`src/rtl/state_sequencer_if.sv`:
```
// Bundle of the sequencer's memory-side inputs and its status outputs.
// Handshake: there is no valid/ready pair here. hold is a pure stall input:
// while hold is high nothing in the sequencer advances, and when it drops
// the pending transition occurs on the next rising edge. instr is only
// sampled in the IF state on an edge where hold is low.
interface state_sequencer_if;
  logic [31:0] instr;
  logic        hold;
  logic [3:0]  state;
  logic [2:0]  alu_op;
  logic        retire;
  logic        illegal;
  logic [15:0] instr_count;

  // Memory / stimulus side: supplies instruction data and the wait signal.
  modport master (
    output instr,
    output hold,
    input  state,
    input  alu_op,
    input  retire,
    input  illegal,
    input  instr_count
  );

  // Sequencer side.
  modport slave (
    input  instr,
    input  hold,
    output state,
    output alu_op,
    output retire,
    output illegal,
    output instr_count
  );
endinterface

```
`src/rtl/state_sequencer.sv`:
```
// Multi-cycle MIPS-style control sequencer. Decodes the opcode/funct
// latched in IF and walks the matching state path, producing a registered
// ALU operation, retire/illegal pulses and a retired-instruction counter.
module state_sequencer (
  input  logic              clk,
  input  logic              reset,
  state_sequencer_if.slave  bus
);

  typedef enum logic [3:0] {
    S_IF        = 4'd0,
    S_ID_1      = 4'd1,
    S_ID_J      = 4'd2,
    S_ID_BNE    = 4'd3,
    S_EX_OP_IMM = 4'd4,
    S_EX_ADDI   = 4'd5,
    S_EX_A_OP_B = 4'd6,
    S_EX_A_ADD0 = 4'd7,
    S_EX_BNE    = 4'd8,
    S_MEM_READ  = 4'd9,
    S_MEM_WRITE = 4'd10,
    S_WB_XORI   = 4'd11,
    S_WB_LW     = 4'd12,
    S_WB_ALU    = 4'd13,
    S_WB_JAL    = 4'd14,
    S_WB_JR     = 4'd15
  } state_t;

  localparam logic [5:0] OP_RTYPE = 6'h00;
  localparam logic [5:0] OP_J     = 6'h02;
  localparam logic [5:0] OP_JAL   = 6'h03;
  localparam logic [5:0] OP_BNE   = 6'h05;
  localparam logic [5:0] OP_ADDI  = 6'h08;
  localparam logic [5:0] OP_XORI  = 6'h0E;
  localparam logic [5:0] OP_LW    = 6'h23;
  localparam logic [5:0] OP_SW    = 6'h2B;

  localparam logic [5:0] FN_JR    = 6'h08;
  localparam logic [5:0] FN_ADD   = 6'h20;
  localparam logic [5:0] FN_SUB   = 6'h22;
  localparam logic [5:0] FN_SLT   = 6'h2A;

  localparam logic [2:0] ALU_ADD  = 3'd0;
  localparam logic [2:0] ALU_SUB  = 3'd1;
  localparam logic [2:0] ALU_XOR  = 3'd2;
  localparam logic [2:0] ALU_SLT  = 3'd3;

  state_t      state_q, state_d;
  logic [5:0]  opcode_q, opcode_d;
  logic [5:0]  funct_q, funct_d;
  logic [2:0]  alu_op_q, alu_op_d;
  logic        retire_q, retire_d;
  logic        illegal_q, illegal_d;
  logic [15:0] instr_count_q, instr_count_d;

  // Only the opcode and funct fields matter to the sequencer.
  logic unused_instr_bits;
  assign unused_instr_bits = ^bus.instr[25:6];

  // Next-state, decode and pulse generation; nothing moves while hold is high.
  always_comb begin
    state_d       = state_q;
    opcode_d      = opcode_q;
    funct_d       = funct_q;
    alu_op_d      = alu_op_q;
    retire_d      = 1'b0;
    illegal_d     = 1'b0;
    instr_count_d = instr_count_q;

    if (!bus.hold) begin
      case (state_q)
        S_IF: begin
          opcode_d = bus.instr[31:26];
          funct_d  = bus.instr[5:0];
          state_d  = S_ID_1;
        end
        S_ID_1: begin
          alu_op_d = ALU_ADD;
          case (opcode_q)
            OP_RTYPE: begin
              case (funct_q)
                FN_ADD: state_d = S_EX_A_OP_B;
                FN_SUB: begin
                  state_d  = S_EX_A_OP_B;
                  alu_op_d = ALU_SUB;
                end
                FN_SLT: begin
                  state_d  = S_EX_A_OP_B;
                  alu_op_d = ALU_SLT;
                end
                FN_JR:  state_d = S_EX_A_ADD0;
                default: begin
                  state_d   = S_IF;
                  illegal_d = 1'b1;
                end
              endcase
            end
            OP_J:   state_d = S_ID_J;
            OP_JAL: state_d = S_WB_JAL;
            OP_BNE: begin
              state_d  = S_ID_BNE;
              alu_op_d = ALU_SUB;
            end
            OP_XORI: begin
              state_d  = S_EX_OP_IMM;
              alu_op_d = ALU_XOR;
            end
            OP_ADDI, OP_LW, OP_SW: state_d = S_EX_ADDI;
            default: begin
              state_d   = S_IF;
              illegal_d = 1'b1;
            end
          endcase
        end
        S_WB_JAL:    state_d = S_ID_J;
        S_ID_J:      state_d = S_IF;
        S_ID_BNE:    state_d = S_EX_BNE;
        S_EX_BNE:    state_d = S_IF;
        S_EX_OP_IMM: state_d = S_WB_XORI;
        S_WB_XORI:   state_d = S_IF;
        S_EX_ADDI: begin
          case (opcode_q)
            OP_LW:   state_d = S_MEM_READ;
            OP_SW:   state_d = S_MEM_WRITE;
            default: state_d = S_WB_XORI;
          endcase
        end
        S_MEM_READ:  state_d = S_WB_LW;
        S_WB_LW:     state_d = S_IF;
        S_MEM_WRITE: state_d = S_IF;
        S_EX_A_OP_B: state_d = S_WB_ALU;
        S_WB_ALU:    state_d = S_IF;
        S_EX_A_ADD0: state_d = S_WB_JR;
        S_WB_JR:     state_d = S_IF;
        default:     state_d = S_IF;
      endcase

      // Returning to IF from any execution path completes an instruction;
      // the ID_1 -> IF exit is the illegal path and does not retire.
      if (state_d == S_IF && state_q != S_ID_1 && state_q != S_IF) begin
        retire_d      = 1'b1;
        instr_count_d = instr_count_q + 16'd1;
      end
    end
  end

  // State and status registers with asynchronous reset.
  always_ff @(posedge clk or posedge reset) begin
    if (reset) begin
      state_q       <= S_IF;
      opcode_q      <= 6'd0;
      funct_q       <= 6'd0;
      alu_op_q      <= 3'd0;
      retire_q      <= 1'b0;
      illegal_q     <= 1'b0;
      instr_count_q <= 16'd0;
    end else begin
      state_q       <= state_d;
      opcode_q      <= opcode_d;
      funct_q       <= funct_d;
      alu_op_q      <= alu_op_d;
      retire_q      <= retire_d;
      illegal_q     <= illegal_d;
      instr_count_q <= instr_count_d;
    end
  end

  assign bus.state       = state_q;
  assign bus.alu_op      = alu_op_q;
  assign bus.retire      = retire_q;
  assign bus.illegal     = illegal_q;
  assign bus.instr_count = instr_count_q;

endmodule

```
`src/flat_wrapper.sv`:
```
// flat-port wrapper written by rule: the top's interface ports become plain ports
module state_sequencer_flat 
  (clk, reset, bus_instr, bus_hold, bus_state, bus_alu_op, bus_retire, bus_illegal, bus_instr_count);
  state_sequencer_if bus_i ();
  input  logic clk;
  input  logic reset;
  input wire logic [$bits(bus_i.instr)-1:0] bus_instr;
  input wire logic [$bits(bus_i.hold)-1:0] bus_hold;
  output wire logic [$bits(bus_i.state)-1:0] bus_state;
  output wire logic [$bits(bus_i.alu_op)-1:0] bus_alu_op;
  output wire logic [$bits(bus_i.retire)-1:0] bus_retire;
  output wire logic [$bits(bus_i.illegal)-1:0] bus_illegal;
  output wire logic [$bits(bus_i.instr_count)-1:0] bus_instr_count;
  assign bus_i.instr = bus_instr;
  assign bus_i.hold = bus_hold;
  assign bus_state = bus_i.state;
  assign bus_alu_op = bus_i.alu_op;
  assign bus_retire = bus_i.retire;
  assign bus_illegal = bus_i.illegal;
  assign bus_instr_count = bus_i.instr_count;
  state_sequencer u_core (.clk(clk), .reset(reset), .bus(bus_i));
endmodule
```
`config.mk`:
```
export PLATFORM = sky130hd
export DESIGN_NAME = state_sequencer_flat
export DESIGN_NICKNAME = d
export VERILOG_FILES = /design/src/rtl/state_sequencer_if.sv /design/src/rtl/state_sequencer.sv /design/src/flat_wrapper.sv
export SDC_FILE = /design/constraint.sdc
export NUM_CORES = 1
export LEC_CHECK = 0
export CORE_MARGIN = 4
export CORE_UTILIZATION = 35
export CTS_BUF_LIST = sky130_fd_sc_hd__clkbuf_4
export CTS_CLUSTER_SIZE = 30
export DETAILED_ROUTE_END_ITERATION = 8
export DONT_BUFFER_PORTS = 1
export HOLD_SLACK_MARGIN = 0.08
export MAX_ROUTING_LAYER = met4
export PLACE_DENSITY_LB_ADDON = 0.1
export RECOVER_POWER = 25
export SYNTH_ARGS = -nofsm -noshare
export SYNTH_HDL_FRONTEND = slang
export SYNTH_SLANG_ARGS = --single-unit
export TNS_END_PERCENT = 10
```
`constraint.sdc`:
```
create_clock -name clk -period 2.4 [get_ports clk]
set_clock_uncertainty 0.05 [all_clocks]
set_input_delay 0.36 -clock clk [delete_from_list [all_inputs] [get_ports clk]]
set_output_delay 0.36 -clock clk [all_outputs]
set_load 0.02 [all_outputs]
```
==> results of run 1 <==
## metrics by stage
stage,hold WS [ns],total power (uW)
floorplan,0.420,1770
global placement,0.330,1900
detailed placement,0.333,1940
CTS,0.0824,2370
global route,0.0934,2550
finish,0.108,2360
## layout make-up
type                    count  area [um2]
clock buffers               5        37.5
clock inverters             3        42.5
repair buffers             15         133
inverters                   5        18.8
flip-flops and latches     36         901
well taps                  70        87.6
fillers                   533        3070
multi-input cells         136         951
## report_power, final
part           leakage [uW]  internal, uW  switching (uW)  total (uW)
registers          0.000463           788             388        1180
logic              0.000400           392             356         748
clock network     0.0000412           217             218         435
total              0.000904          1400             963        2360
## metal layers
metal | share of wire (%) | vias up | track usage [%]
li1 | - | 693 | -
met1 | 49 | 673 | 18.6
met2 | 41 | 40 | 18.6
met3 | 8.4 | 6 | 5.10
met4 | 1.5 | 0 | 4.41
met5 | 0 | - | -
## path summary, 6_finish.rpt
path,startpoint,end,depth (start not counted)
hold reg to reg,u_core.funct_q[4],u_core.funct_q[4],1
setup / recovery,u_core.opcode_q[5],u_core.bus.instr_count[1],5
max in group asynchronous,reset,u_core.funct_q[4],3
min in group asynchronous,reset,u_core.bus.instr_count[14],3
setup reg to reg,u_core.opcode_q[5],u_core.bus.instr_count[1],5
hold / removal,bus_hold,u_core.bus.state[3],2
## layout by cell type, fill, tap and decap left out, drive strengths merged
master,count
or4,1
a41oi,1
nand2b,4
nor2,13
nand4,7
nand2,13
xor2,2
xnor2,15
and3b,3
nor4,3
clkinvlp,1
inv,5
buf,5
dlygate4sd3,9
o31ai,2
clkinv,1
mux2i,1
nor3b,1
nor3,2
a311oi,2
dfrtp,36
nand3,5
and4,3
bufinv,1
ha,1
and4b,1
or3,4
o211ai,2
o221a,1
a21oi,6
clkbuf,6
a31oi,3
mux2,14
conb,1
a211oi,1
and3,7
nor4b,1
nor2b,6
o21ai,10
## state kept, by name, indices dropped and copies added (netlist names)
register	count
u_core.bus.instr_count	16
u_core.funct_q	6
u_core.opcode_q	6
u_core.bus.state	4
u_core.bus.alu_op	2
u_core.bus.illegal	1
u_core.bus.retire	1
## cells by family (layout without fill, tap and decap cells)
logic type / after synthesis / count (layout)
AO/OA/AOI/OAI: 28 / 28
XOR/XNOR: 17 / 17
adder cells (fa/ha/maj): 1 / 1
buffers and inverters: 17 / 28
flip-flops: 36 / 36
multiplexers: 15 / 15
other: 1 / 1
AND/OR/NAND/NOR: 74 / 74
==> impl_metrics.tcl, run 1 <==
set metrics [dict create \
    clock.fmax_mhz 470 \
    synth.mux.area_fraction_pct 8.61 \
    yosysWarnings 0 \
    hold_path.class "in2reg" \
    rows 26 \
    netlist.area_leader.share_pct 46.3 \
    die_h_um 82.6 \
    dp_cells 253 \
    synthXorXnorAreaFrac_pct 7.65 \
    final_hold_viol_count 0 \
    totalWireLength_um 4000 \
    clkSinkCount 36 \
    fin_util_pct 41.4 \
    fin_crit_sh_pct 88.6 \
    synth_area_leaders "dfrtp_1 46%, mux2_2 8.1%, xnor2_1 6.7%, nand2_1 2.5%, nor2_1 2.5%" \
    post-synth-top-area-cell "dfrtp_1" \
    worst_setup_path_end_kind "flip-flop" \
    clk_transition_reported_paths_ns 0.12 \
    synth_compound_area_share_pct 9.51 \
    synthAdderAreaFrac_pct 0.643 \
    setup_slack_ns 0.273 \
    initial_core_util_pct 37.2 \
    critical_path_required_ns 2.58 \
    p_per_area_nw_per_um2 1090 \
    rsz0062_at_grt "no" \
    async_reset_ff_share_pct 100 \
    path_class "reg2reg" \
    synth_cell_types 41 \
    grt_max_degree 37 \
    synth-edff-count 0 \
    clock-root-buffer "clkbuf_4" \
    synth_common_cells "36 x dfrtp_1, 15 x xnor2_1, 14 x mux2_2" \
    drc 0 \
    ctsResizeCount 0 \
    p_leak_uw 0.000904 \
    synth_area_um2 1950 \
    cts_setup_buffers 0 \
    ctsHtreeMaxLevel 2 \
    max_stage_delay_ns 0.60 \
    holdBufCountCts 2 \
    grt-ovfl-total 0 \
    grt_usage_pct 13.6 \
    postSynthCellCount 189 \
    final_layout_size_suffix_gt1_share_pct 17.0 \
    clock_latency_ns 0.35 \
    setup_viol 0 \
    yosys_most_used_dff "dfrtp_1" \
    io_pins 60 \
    cts_tree "yes" \
    path_buf_inv 1 \
    ys_seq_area_share_pct 46.3 \
    crit_family "flip-flops" \
    routedWlPerCell_um 14.8 \
    slew-limit-headroom_pct 42.2 \
    crit_chain "nor3b_1 -> and4_1 -> o221a_1 -> buf_4 -> mux2_2" \
    drtIter0Drc 68 \
    place_area_um2 2000 \
    cp_slowest_cell "dfrtp_1" \
    grt_pass1_wl_um 6800 \
    cts_buffer_depth 2 \
    cp-start-kind "flip-flop" \
    status "finished, final reports clean" \
    antenna-diode-count 0 \
    syn2layout_area_growth_pct 11.5 \
    grt_pass1_vias 1362 \
    cts_buffers 5 \
    antenna_found_initial 0 \
    portBuffers 0 \
    pre_cts_ws_ns 0.311 \
    core_area_um2 5240 \
    die_x_um 82.6 \
    layoutNonFillerInstCount 270 \
    drtPass1Iterations 4 \
    reg2reg_slack_ns 0.27 \
    routed-via-count 1412 \
    ys_ff_latch 36 \
    critPathArrivalTime_ns 2.31 \
    dp_hpwl_um 2910 \
    fin_tns_setup_ns 0 \
    cp_max_fo 17 \
    place_congestion 0.739 \
    yosys.cell_count.top_type "dfrtp_1" \
    viasPerCell 5.23 \
    yosys.area_share.simple_pct 22.2 \
    drv_cap 0 \
    synth_top_family_by_area "simple AND/OR/NAND/NOR gates" \
    final_cell_area_um2 2170 \
    max_slew.worst_pin.slew_ns 0.866 \
    fin_nets 235 \
    dieArea_um2 6820 \
    postSynthAreaPerCell_um2 10.3 \
    drv_slew 0 \
    peakVddDrop_mv 0.633 \
    layout_min_cycle_time_ns 2.13 \
    drtAntennaViolNets 0 \
    synth_fp_nets 225 \
]
Note: power is estimated with default switching activity, not from simulation.
==> run 2: changes to the inputs <==
--- a/config.mk
+++ b/config.mk
@@ -8,7 +8,7 @@
 export CORE_MARGIN = 4
 export CORE_UTILIZATION = 35
 export CTS_BUF_LIST = sky130_fd_sc_hd__clkbuf_4
-export CTS_CLUSTER_SIZE = 30
+export CTS_CLUSTER_SIZE = 12
 export DETAILED_ROUTE_END_ITERATION = 8
 export DONT_BUFFER_PORTS = 1
 export HOLD_SLACK_MARGIN = 0.08
@@ -18,4 +18,4 @@
 export SYNTH_ARGS = -nofsm -noshare
 export SYNTH_HDL_FRONTEND = slang
 export SYNTH_SLANG_ARGS = --single-unit
-export TNS_END_PERCENT = 10
+export TNS_END_PERCENT = 100
==> results of run 2 <==
The final DEF is identical to that of run 1; final timing and power are the same.
